<file path="config.mk">
export PLATFORM = sky130hd
export DESIGN_NAME = serpario_ctrl
export DESIGN_NICKNAME = d
export VERILOG_FILES = /design/src/rtl/serpario_pkg.sv /design/src/rtl/serpario_tick.sv /design/src/rtl/serpario_ctrl.sv
export SDC_FILE = /design/constraint.sdc
export NUM_CORES = 1
export LEC_CHECK = 0
export BUFFER_PORTS_ARGS = -buffer_cell sky130_fd_sc_hd__buf_2
export CAP_MARGIN = 20
export CORE_MARGIN = 2
export CORE_UTILIZATION = 60
export CTS_CLUSTER_SIZE = 12
export DETAILED_ROUTE_END_ITERATION = 7
export PLACE_DENSITY = 0.9
export SLEW_MARGIN = 15
export SYNTH_ARGS = -nofsm -noshare
export SYNTH_HDL_FRONTEND = slang
export SYNTH_SLANG_ARGS = --single-unit
</file>
<file path="constraint.sdc">
create_clock -name clk_i -period 5.6 [get_ports clk_i]
set_input_delay 0 -clock clk_i [delete_from_list [all_inputs] [get_ports clk_i]]
set_output_delay 0 -clock clk_i [all_outputs]
set_load 0.01 [all_outputs]
</file>
<file path="src/rtl/serpario_pkg.sv">
// Shared types and sizing helpers for the serial-parallel I/O expander
// sequencer (74HC595 output chain, 74HC165 input chain).
package serpario_pkg;

  localparam int DEF_WIDTH   = 16;
  localparam int DEF_CLK_DIV = 4;

  typedef enum logic [2:0] {
    IDLE,
    SHIFT_LO,
    SHIFT_HI,
    LATCH,
    FINISH
  } state_t;

  // Counter width that can hold 0..n-1, never narrower than one bit.
  function automatic int width_of(input int n);
    return (n > 1) ? $clog2(n) : 1;
  endfunction

endpackage

</file>
<file path="src/rtl/serpario_tick.sv">
// SH_CLK phase timer: pulses phase_end on the last clk_i cycle of each
// CLK_DIV-long phase; restarts whenever the sequencer changes state.
module serpario_tick
  import serpario_pkg::*;
#(
  parameter int CLK_DIV = DEF_CLK_DIV
) (
  input  logic clk_i,
  input  logic reset_n,
  input  logic clr,
  output logic phase_end
);

  localparam int CW = width_of(CLK_DIV);
  localparam logic [CW-1:0] LAST = CW'(CLK_DIV - 1);

  logic [CW-1:0] cnt;

  assign phase_end = (cnt == LAST);

  always_ff @(posedge clk_i) begin
    if (!reset_n) begin
      cnt <= '0;
    end else if (clr || phase_end) begin
      cnt <= '0;
    end else begin
      cnt <= cnt + 1'b1;
    end
  end

endmodule

</file>
<file path="src/rtl/serpario_ctrl.sv">
// Turns a start request (or periodic refresh) into one full shift
// transaction on the shared 595/165 chain: shift, latch, report.
module serpario_ctrl
  import serpario_pkg::*;
#(
  parameter int WIDTH          = DEF_WIDTH,
  parameter int CLK_DIV        = DEF_CLK_DIV,
  parameter int REFRESH_CYCLES = 0
) (
  input  logic             clk_i,
  input  logic             reset_n,
  input  logic             start_i,
  input  logic [WIDTH-1:0] out_data_i,
  input  logic             oe_i,
  output logic             busy_o,
  output logic             done_o,
  output logic [WIDTH-1:0] in_data_o,
  input  logic             ser_in,
  output logic             ser_out,
  output logic             sh_clk,
  output logic             store,
  output logic             out_en
);

  localparam int BW = width_of(WIDTH);
  localparam int TW = width_of(REFRESH_CYCLES);
  localparam logic [BW-1:0] BIT_TOP = BW'(WIDTH - 1);
  localparam logic [TW-1:0] REF_LAST =
    TW'((REFRESH_CYCLES > 0) ? REFRESH_CYCLES - 1 : 0);
  localparam bit REF_ON = (REFRESH_CYCLES > 0);

  state_t           state;
  state_t           state_n;
  logic [WIDTH-1:0] word_q;
  logic [WIDTH-1:0] osr;
  logic [WIDTH-1:0] osr_n;
  logic [WIDTH-1:0] isr;
  logic [BW-1:0]    bitcnt;
  logic [BW-1:0]    bitcnt_n;
  logic [TW-1:0]    timer;
  logic             phase_end;
  logic             first_done;
  logic             ref_hit;
  logic             go;

  serpario_tick #(
    .CLK_DIV (CLK_DIV)
  ) u_tick (
    .clk_i     (clk_i),
    .reset_n   (reset_n),
    .clr       (state_n != state),
    .phase_end (phase_end)
  );

  assign ref_hit = REF_ON && (timer == REF_LAST);
  assign go      = start_i || ref_hit;

  always_comb begin
    state_n  = state;
    osr_n    = osr;
    bitcnt_n = bitcnt;
    unique case (state)
      IDLE: begin
        if (go) begin
          state_n  = SHIFT_LO;
          // refresh alone replays the last word software asked for
          osr_n    = start_i ? out_data_i : word_q;
          bitcnt_n = BIT_TOP;
        end
      end
      SHIFT_LO: begin
        if (phase_end) state_n = SHIFT_HI;
      end
      SHIFT_HI: begin
        if (phase_end) begin
          if (bitcnt == '0) begin
            state_n = LATCH;
          end else begin
            state_n  = SHIFT_LO;
            osr_n    = {osr[WIDTH-2:0], 1'b0};
            bitcnt_n = bitcnt - 1'b1;
          end
        end
      end
      LATCH: begin
        if (phase_end) state_n = FINISH;
      end
      FINISH: begin
        state_n = IDLE;
      end
      default: begin
        state_n = IDLE;
      end
    endcase
  end

  always_ff @(posedge clk_i) begin
    if (!reset_n) begin
      state      <= IDLE;
      word_q     <= '0;
      osr        <= '0;
      isr        <= '0;
      bitcnt     <= '0;
      timer      <= '0;
      first_done <= 1'b0;
      in_data_o  <= '0;
      busy_o     <= 1'b0;
      done_o     <= 1'b0;
      ser_out    <= 1'b0;
      sh_clk     <= 1'b0;
      store      <= 1'b0;
      out_en     <= 1'b1;
    end else begin
      state  <= state_n;
      osr    <= osr_n;
      bitcnt <= bitcnt_n;
      if (state == IDLE && start_i) begin
        word_q <= out_data_i;
      end
      if (state == IDLE) begin
        timer <= go ? '0 : timer + 1'b1;
      end
      // 165 presents its next bit until SH_CLK rises; take it on that edge
      if (state == SHIFT_LO && state_n == SHIFT_HI) begin
        isr <= {isr[WIDTH-2:0], ser_in};
      end
      if (state_n == FINISH) begin
        in_data_o  <= isr;
        first_done <= 1'b1;
      end
      // pin outputs are registered from next state so they never glitch
      busy_o  <= (state_n == SHIFT_LO) || (state_n == SHIFT_HI) ||
                 (state_n == LATCH);
      done_o  <= (state_n == FINISH);
      sh_clk  <= (state_n == SHIFT_HI);
      store   <= (state_n == LATCH);
      ser_out <= osr_n[WIDTH-1];
      out_en  <= ~(oe_i & first_done);
    end
  end

endmodule

</file>
==> impl_results.rst <==
.. list-table::
   :header-rows: 1

   * - Metric
     - Value
   * - Count of H-tree levels built during CTS
     - 3
   * - Via Count
     - 2132
   * - Die Area
     - between 5000 and 6000 um^2
   * - Overall power
     - between 0.8 and 0.9 mW
   * - Unrepaired setup endpoints after global routing
     - no
   * - Instance count after placement with tap cells included
     - approximately 360
   * - Detailed-route wire length
     - approximately 5300 um
   * - Num CTS Buffers
     - 9
   * - Area taken by multi-input logic gates
     - between 1000 and 1500 um^2
   * - Commonest non-fill, non-tap cells in the layout
     - nand2_1, dfxtp_1, buf_2
   * - Yosys cell types
     - between 40 and 50
   * - Total global-route track usage
     - roughly 22%
   * - Area delta synth->final
     - 12.0%
   * - Residual overflow from global routing
     - 0
   * - Top achievable clock speed
     - 0.381 GHz
   * - Wire length per cell
     - 13.9 um
   * - Maximum number of buffers from clock root to sink
     - 2
   * - Worst hold margin
     - 65.6 ps
   * - Routability Congestion
     - about 0.76
   * - Synthesized instance count
     - approximately 290
   * - Clock transition time at the flip-flop clock pins of the worst setup and hold paths
     - roughly 60 ps
   * - Sinks on Clock Net
     - 63
   * - Vias per cell
     - ~5.6
   * - Placeable core region
     - 4410 um^2
   * - Critical-path maximum fanout
     - 30
   * - Final nets
     - 349
   * - Share of synthesized flip-flops with an asynchronous set or reset
     - 0%
   * - # fillers
     - 347
   * - Number of I/O port buffers
     - 42
   * - Seq cells post-synth
     - 63
   * - Number of hold violations in the final report
     - 0
   * - Drt drc
     - 0
   * - Final period util
     - a little under half
   * - Number of primary I/O pins
     - 43
   * - Count of final setup violators
     - 0
   * - Largest net degree at the start of global routing
     - 59
   * - HPWL after detailed placement
     - between 3000 and 4000 um
   * - Die outline height
     - between 70 and 80 um
   * - Origin of the worst setup path
     - u_tick.cnt[0]$_SDFF_PP0_
   * - Detailed-router iteration count before antenna repair
     - 4
   * - Netlist area before placement
     - between 2000 and 3000 um^2
   * - Data arrival time at the worst-slack endpoint
     - 2900 ps
   * - Row count
     - 24
   * - Post-synthesis sequential area ratio
     - about 45%
   * - Worst Min Path Start
     - out_data_i[14]
   * - Max VDD drop
     - ~0.19 mV
   * - Global-route wire length before repair
     - 8810 um
   * - Lkg Pwr
     - 1.18 nW
   * - Transition at the pin with the smallest max-transition slack
     - approximately 1000 ps
   * - Min Tclk post-route
     - between 2000 and 3000 ps
   * - Clock tree from TritonCTS
     - yes
   * - Final Non-Filler Cells
     - 379
   * - Post-layout util
     - a little over two thirds
   * - Class of the worst hold path
     - in2reg
   * - Total power density per cell area
     - ~280 nW/um^2
   * - Critical path data required time
     - slightly below 6000 ps
   * - Startpoint class of the critical path
     - flop
   * - Clk Latency, worst-skew pair
     - around 330 ps
   * - Launch point of the worst reg-to-reg path
     - u_tick.cnt[0]$_SDFF_PP0_
   * - Proportion of layout cells with a drive suffix above 1
     - ~28%
   * - Most frequently used flop master after synthesis
     - dfxtp_1
   * - Commonest non-fill, non-tap cell in the layout
     - nand2_1
   * - Ys Warns
     - 0
   * - Endpoint class of the critical path
     - flop
   * - Residual antenna-violating net count after detailed routing
     - 0
   * - Horizontal extent of the die
     - 72.1 um
   * - Starting utilization of the core area
     - between 60% and 70%
   * - Seq. cell area
     - around 1300 um^2
   * - Antenna violations before repair
     - 0
   * - Vias in the first global route
     - 2030
   * - Worst Setup Path Type
     - reg2reg
   * - Clk_skew
     - ~2.7 ps
   * - Synthesized area divided by synthesized cell count
     - 9.55 um^2
   * - CTS root buffer
     - clkbuf_8
   * - Number of max-cap violations
     - 0
   * - Number of flops mapped to enable cells by yosys
     - 0
   * - Number of nets produced by synthesis
     - about 320
   * - Antenna Cells
     - 0
   * - Detailed router's first-iteration violation count
     - 129
   * - Run status
     - completed
   * - Final Slew Violations
     - 0
   * - Normalized max-slew margin
     - 32.6%
   * - Setup Total Neg Slack
     - 0 ps
-- flip-flops by register name, summed over array words and instances, names as in the netlist --
name,flops
sh_clk,1
busy_o,1
u_tick.cnt,2
out_en,1
bitcnt,4
done_o,1
state,3
osr,16
in_data_o,16
store,1
isr,16
first_done,1
-- layout make-up --
| class | count | share of cell area (%) |
|---|---|---|
| Multi-Input combinational cell | 200 | 44.4 |
| Tap cell | 52 | 2.09 |
| Sequential cell | 63 | 40.5 |
| Inverter | 5 | 0.603 |
| Clock buffer | 12 | 4.34 |
| Timing Repair Buffer | 45 | 7.72 |
| Clock inverter | 2 | 0.322 |
-- cells in the mapped netlist (2+ instances only) --
cell,n,area (um^2)
inv_1,5,18.8
buf_2,9,45.0
a21boi_0,28,210
xor2_1,2,17.5
dfxtp_1,63,1260
o221a_2,15,169
ha_1,4,50.1
nand2b_1,18,113
a31oi_1,2,12.5
mux2_2,15,169
o21bai_1,3,22.5
nand4bb_1,2,22.5
nor2_1,5,18.8
and2_1,2,12.5
nor4b_1,3,26.3
o31a_1,2,17.5
nand2_1,69,259
a21boi_1,4,30.0
buf_6,2,22.5
a21oi_1,4,20.0
clkbuf_1,11,41.3
-- where the power goes --
part,switching (mW),internal [mW],total (mW)
Sequential,0.0112,0.464,0.475
Combinational,0.0350,0.0400,0.0750
Clock,0.155,0.154,0.309
Total,0.201,0.658,0.859
-- worst max-delay path: stages (launching register included) --
cell and delay, ps:
dfxtp_1 360, ha_1 840, nor4b_1 190, a2111oi_4 830
o221a_2 340
-- layer usage --
| layer | GRT usage [%] | vias to the layer above | wire length, um |
|---|---|---|---|
| li1 | - | 1075 | - |
| met2 | 36.9 | 45 | 2640 |
| met1 | 25.1 | 1005 | 2320 |
| met3 | 4.03 | 7 | 226 |
| met5 | 0 | - | 0 |
| met4 | 13.6 | 0 | 77 |
-- worst paths after layout --
path              slack [ps]              endpoint  cells after the start
setup reg to reg        2980  osr[13]$_SDFFE_PN0P_                      4
setup / recovery        2980  osr[13]$_SDFFE_PN0P_                      4
hold / removal            70  osr[14]$_SDFFE_PN0P_                      3
hold reg to reg          400     out_en$_SDFF_PN1_                      1
-- per-stage QoR --
stage,instance area [um^2],worst slack [ps]
after CTS,3110,2990
after floorplan,2780,3820
after global routing,3110,2760
after detailed placement,2940,2990
after global placement,2940,3120
final,3110,2980
-- kinds of logic after synthesis --
group           share of synthesized area, %
xor+xnor                               0.630
fa+ha+maj                               1.80
compound gates                          20.7
flops                                   45.4
simple gates                            20.5
buf+inv                                 4.86
mux                                     6.08
-- timing repair --
item | 4_1_cts | 5_1_grt
hold buffers | 3 | 0
resized for setup | 0 | 0
hold endpoints to repair | 3 | 0
buffers inserted | 0 | 0
(Power assumes the default switching activity.)
